===== config.mk =====
export PLATFORM = sky130hd
export DESIGN_NAME = seq_detect_param
export DESIGN_NICKNAME = d
export VERILOG_FILES = /design/src/rtl/seq_detect_param.sv
export SDC_FILE = /design/constraint.sdc
export NUM_CORES = 1
export LEC_CHECK = 0
export CAP_MARGIN = 15
export CORE_MARGIN = 2
export CORE_UTILIZATION = 35
export CTS_CLUSTER_SIZE = 16
export DETAILED_ROUTE_END_ITERATION = 7
export GPL_ROUTABILITY_DRIVEN = 0
export PLACE_DENSITY_LB_ADDON = 0.25
export SKIP_CTS_REPAIR_TIMING = 1
export SLEW_MARGIN = 25
export SYNTH_ARGS = -nofsm -noshare
export SYNTH_HDL_FRONTEND = slang
export SYNTH_SLANG_ARGS = --single-unit

===== constraint.sdc =====
create_clock -name sys_clk -period 3.6 [get_ports sys_clk]
set_clock_uncertainty 0.2 [all_clocks]
set_input_delay 0.72 -clock sys_clk [delete_from_list [all_inputs] [get_ports sys_clk]]
set_output_delay 0.72 -clock sys_clk [all_outputs]
set_load 0.02 [all_outputs]

===== src/rtl/seq_detect_param.sv =====
// Parametrised serial pattern detector: KMP-style next-state table built at
// elaboration from PATTERN, registered hit pulse and saturating hit counter.
module seq_detect_param #(
    parameter int               PAT_W   = 4,
    parameter logic [PAT_W-1:0] PATTERN = 4'b0110,
    parameter bit               OVERLAP = 1'b1,
    parameter int               CNT_W   = 8
) (
    input  logic                         sys_clk,
    input  logic                         sys_rst,
    input  logic                         clr,
    input  logic                         in_valid,
    input  logic                         in,
    output logic                         det,
    output logic [CNT_W-1:0]             det_cnt,
    output logic [$clog2(PAT_W+1)-1:0]   match_len
);

    localparam int ML_W = $clog2(PAT_W + 1);
    localparam int NENT = 2 ** (ML_W + 1);

    typedef logic [NENT-1:0][ML_W-1:0] tbl_t;

    // Entry {k, b}: longest j < PAT_W such that the first j pattern bits are a
    // suffix of (first k pattern bits, then b). This covers both a plain
    // advance and the failure chain, and on a hit yields the longest border.
    function automatic tbl_t build_next();
        tbl_t t;
        t = '0;
        for (int k = 0; k < PAT_W; k++) begin
            for (int b = 0; b < 2; b++) begin
                int best;
                best = 0;
                for (int j = 1; j < PAT_W; j++) begin
                    logic ok;
                    ok = (j <= k + 1);
                    for (int i = 0; i < j; i++) begin
                        int   p;
                        logic c;
                        p = k + 1 - j + i;
                        if (ok) begin
                            c = (p == k) ? b[0] : PATTERN[PAT_W-1-p];
                            if (PATTERN[PAT_W-1-i] != c) ok = 1'b0;
                        end
                    end
                    if (ok) best = j;
                end
                if (!OVERLAP && k == PAT_W - 1 && PATTERN[0] == b[0]) best = 0;
                t[2*k+b] = ML_W'(best);
            end
        end
        return t;
    endfunction

    localparam tbl_t NEXT = build_next();

    logic [ML_W-1:0]  match_len_q, match_len_d;
    logic             det_q, det_d;
    logic [CNT_W-1:0] det_cnt_q, det_cnt_d;
    logic             hit;

    assign hit = (match_len_q == ML_W'(PAT_W - 1)) && (in == PATTERN[0]);

    always_comb begin
        match_len_d = match_len_q;
        det_d       = 1'b0;
        det_cnt_d   = det_cnt_q;
        if (clr) begin
            match_len_d = '0;
            det_cnt_d   = '0;
        end else if (in_valid) begin
            match_len_d = NEXT[{match_len_q, in}];
            if (hit) begin
                det_d = 1'b1;
                if (det_cnt_q != {CNT_W{1'b1}}) det_cnt_d = det_cnt_q + 1'b1;
            end
        end
    end

    always_ff @(posedge sys_clk or posedge sys_rst) begin
        if (sys_rst) begin
            match_len_q <= '0;
            det_q       <= 1'b0;
            det_cnt_q   <= '0;
        end else begin
            match_len_q <= match_len_d;
            det_q       <= det_d;
            det_cnt_q   <= det_cnt_d;
        end
    end

    assign det       = det_q;
    assign det_cnt   = det_cnt_q;
    assign match_len = match_len_q;

endmodule


=== Yosys cells after proc, flatten, opt, wreduce, memory -nomap -nowiden ===
Memories as Yosys holds them, arrays and structs flattened.
Cells that the tools add are included.

* Register bits: 12
* ROM bits: 48
* Output and inout bits: 12
* Word-level logic and storage cells: 24
* Memories kept: 1

{| class="wikitable"
|+ Memories
! name !! depth !! bits a word !! rd ports !! clocked after memory_dff !! write ports !! RTL line !! RTL
|-
| (no name shown) || 16 || 3 || 1 || 0 || 0 || 72 || <nowiki>match_len_d = NEXT[{match_len_q, in}];</nowiki>
|}

* Add/sub/neg operators: 1
* Order comparisons: 1
* Equal/unequal tests: 2
* Mux-type cells: 10
* Bitwise gates (word level): 1
* Reduce and logical (&&, ||, !) cells: 5

{| class="wikitable"
|+ Operators by type and width
! kind !! count
|-
| two-way mux 8 bit || 4
|-
| two-way mux 3 bit || 3
|-
| adder 8 x 1 -> 8 bit (second input constant) || 1
|-
| != test 8 bit (second input constant) || 1
|-
| nonzero test 2 bit || 3
|-
| < comparator 4 x 5 -> 1 bit (second input constant) || 1
|-
| equality test 3 x 2 -> 1 bit (second input constant) || 1
|-
| two-way mux 1 bit || 3
|-
| AND reduction 3 bit || 1
|-
| logical AND 1 bit || 1
|-
| NOT 1 bit || 1
|}

=== Longest topological paths before layout ===
* Depth after elaboration: 5
* Depth in mapped cells: 5
* Mapped depth without buffers: 5

=== Worst setup path after synthesis ===
No wires, ideal clock.

* Kind: reg-to-reg
* Start point: reg det_cnt_q[0] (netlist: det_cnt[0])
* End point: reg det_cnt_q[5] (netlist: det_cnt[5])
* Arrival time: 1465 ps
* Path slack: 1804 ps
* Stages on the path, launching flop included: 6
* Buffers on the path: 0
* Clock period less this slack: 1796 ps
* Cell sequence: dfrtp_1 -> ha_1 -> and2_2 -> a2111oi_4 -> xnor2_1 -> nor2_1

* Cells in the longest elaborated chain, start to end: 5
* Elaborated cells between the ends (all ways): 8
* Classes of those cells: 1 x add/sub; 1 x eq/ne; 4 x mux; 2 x reduce/logical

{| class="wikitable"
|+ Ends and longest elaborated chain
! element !! RTL line !! RTL
|-
| start, declared || 59 || <nowiki>logic [CNT_W-1:0] det_cnt_q, det_cnt_d;</nowiki>
|-
| start signal, assigned || 88 || <nowiki>det_cnt_q <= det_cnt_d;</nowiki>
|-
| adder 8 x 1 -> 8 bit || 75 || <nowiki>if (det_cnt_q != {CNT_W{1'b1}}) det_cnt_d = det_cnt_q + 1'b1;</nowiki>
|-
| two-way mux 8 bit || 75 ||
|-
| two-way mux 8 bit || 73 || <nowiki>if (hit) begin</nowiki>
|-
| two-way mux 8 bit || 71 || <nowiki>end else if (in_valid) begin</nowiki>
|-
| two-way mux 8 bit || 68 || <nowiki>if (clr) begin</nowiki>
|}

Parallel ways exist; a longest one is shown, timed or not. The select of a mux whose other input is x is not followed.
A chain may end at the register's enable or synchronous reset.

=== Worst setup path after layout ===
* Start point: reg match_len_q[0] (netlist: match_len[0])
* End point: out match_len[0]

{| class="wikitable"
|+ RTL lines
! element !! RTL line !! RTL
|-
| start, declared || 57 || <nowiki>logic [ML_W-1:0] match_len_q, match_len_d;</nowiki>
|-
| start signal, assigned || 86 || <nowiki>match_len_q <= match_len_d;</nowiki>
|-
| end, declared || 16 || <nowiki>output logic [$clog2(PAT_W+1)-1:0] match_len</nowiki>
|}

No word-level cell between the ends.

==> run metrics <==
Adder-Cell Fraction of Synth Area 0.0206; # rows 15; core footprint 0.00167 mm2; clk buf depth 2; Unique masters post-synth 28; syn_area_per_cell 10.1 um2; initial antenna violation count 0; Yosys top cell by area dfrtp_1; vias per cell 5.45; clock-pin transition on the worst setup and hold timing paths 0.07 ns; achievable clock frequency 434 MHz; min cycle time layout 2.31 ns; area grow syn2layout 28.9%; Die Wd 45.6 um; Final Hold Slack 0.310 ns; CP max stage cell clkdlybuf4s50_1; vias in the first global route 423; unrepaired setup endpoints after global routing false; ys flop type dfrtp_1; Clock Sinks 11; Crit. End Element primary output; Leakage 0.000351 uW; Synth Area in Simple Gates 0.223; Final period util 0.640; outcome complete, no violations; multiplexer share of the synthesized area 0.0165; syn_nets 66; vias 507; Clock Latency Late Sink 0.27 ns; WL/cell 12.4 um; Critical Path Start Type register; hpwl dp 853 um; share of cells above drive strength 1 0.0789; cells along the critical path clkdlybuf4s50_1; main combinational cell family by area after synthesis simple AND/OR/NAND/NOR gates; total wire length 1150 um; slowest stage delay, CP 0.65 ns; critical path arrival 1.38 ns; port buffer count 15; WS Path Type register to primary output; Num CTS Buffers 3; first-pass GRT wire length 1810 um; crit path max fanout 6; Post-Route Setup TNS 0 ns; Hold Crit Class register to register; CTS root buf clkbuf_4; cell count after synthesis 60; synthesis-stage register bit count 11; io pins 17; Async SR Flop Fraction 1.00; Commonest cells post-synth dfrtp_1 (11), nor2_1 (11); Final Hold Fails 0; peak supply drop 0.000154 V; CTS tree built; DIE AREA 0.00208 mm2; final setup fails 0; nets@finish 83; max cap viols 0; top post-synthesis cells by area dfrtp_1 (45%), nor2_1 (6.8%), a2111oi_4 (4.5%); sequential area share after synthesis 0.454; antenna viol nets, final 0; initial core utilization 0.363; synthesized cell area 607 um2; largest net degree at the start of global routing 12; Synth Area in Compound Gates 0.181; Post-synth EDFFs 0; Synth Area in XOR/XNOR 0.0433; Synth top area share 0.454; ANT cells 0; GRT overflow 0; Chip Height 45.6 um; iteration count of the initial detailed-routing pass 4; H-tree depth 1; Crit path max-delay family buffers and inverters; Buf/Inv on CP 1; Pwr Density 293 mW/mm2; overall routing resource usage 0.131; final-report max-slew violation count 0; Post-route DRC 0; YS warnings 0; CP required 2.68 ns; Starting DRT DRC Count 4
[state kept, by name, indices dropped and copies added (netlist names)]
signal     flops
det_cnt        8
det            1
match_len      2
[cell usage in the layout, fill, tap and decap left out]
master | netlist | layout
clkdlybuf4s50_1 | 0 | 15
a211oi_1 | 2 | 2
clkbuf_4 | 0 | 3
inv_1 | 3 | 3
o21ai_0 | 1 | 1
and4b_1 | 1 | 1
nand3_1 | 3 | 3
and2_2 | 1 | 1
nor4_1 | 1 | 1
nand2b_1 | 1 | 1
o21bai_1 | 2 | 2
clkbuf_1 | 1 | 1
dfrtp_1 | 11 | 11
and4_1 | 1 | 1
xor2_1 | 1 | 1
a311oi_1 | 1 | 1
conb_1 | 1 | 1
nand2_1 | 3 | 3
a2111oi_4 | 1 | 1
nand4b_4 | 1 | 1
a41o_1 | 1 | 1
xnor2_1 | 2 | 2
ha_1 | 1 | 1
nor3_1 | 1 | 1
nor2_1 | 11 | 11
mux2i_1 | 1 | 1
a21oi_1 | 2 | 2
a31oi_1 | 3 | 3
[through the flow]
| step | setup slack (ns) | total power [uW] | std cells | utilization | area, um2 |
|---|---|---|---|---|---|
| after CTS | 1.27 | 235 | 93 | 0.468 | 782 |
| after detailed placement | 1.25 | 147 | 89 | 0.452 | 756 |
| after global placement | 1.29 | 147 | 89 | 0.452 | 756 |
| final | 1.30 | 229 | 93 | 0.468 | 782 |
| after floorplan | 1.80 | 139 | 60 | - | 607 |
| after global routing | 1.26 | 239 | 93 | 0.468 | 782 |
[final cells by class]
type,instances,area [um2]
fill,173,888
tap,17,21.3
sequential,11,275
timing repair buffer,15,150
multi-input combinational,43,298
inverter,3,11.3
clock buffer,4,26.3
[routing by layer]
metal	routed length (um)	up-vias	share of wire	global-route usage
li1	-	244	-	-
met3	65	5	0.057	0.0357
met5	0	-	0	0
met2	564	17	0.49	0.197
met4	42	0	0.037	0.124
met1	476	241	0.41	0.146
[worst register-to-register path: stages, from the launching register on]
cell and delay, ns:
dfrtp_1 0.42, ha_1 0.26, and2_2 0.21, a2111oi_4 0.36
xnor2_1 0.15, nor2_1 0.05
[kinds of logic (layout without fill, tap and decap cells)]
group / Yosys count / count (layout)
other: 1 / 1
muxes: 1 / 1
AOI/OAI and AO/OA: 13 / 13
adders and majority gates: 1 / 1
DFF: 11 / 11
and+or+nand+nor: 24 / 24
xor gates and xnor gates: 3 / 3
buffers and inverters: 6 / 22
[worst paths after layout]
check | start | depth (start not counted) | slack, ns | endpoint
worst max-delay path | match_len[0] | 1 | 1.30 | match_len[0]
worst min-delay path | det_cnt[6] | 1 | 0.31 | det_cnt[6]
worst max register to register | det_cnt[0] | 5 | 1.84 | det_cnt[5]
worst min register to register | det_cnt[6] | 1 | 0.31 | det_cnt[6]
max in group asynchronous | sys_rst | 2 | 2.38 | det_cnt[2]
min in group asynchronous | sys_rst | 2 | 0.53 | det
[where the power goes]
group	switching, uW	internal, uW
registers	2.18	125
clock network	41.6	43.0
logic	9.63	8.16
total	53.4	176
Power figures use the tool's default switching activity.
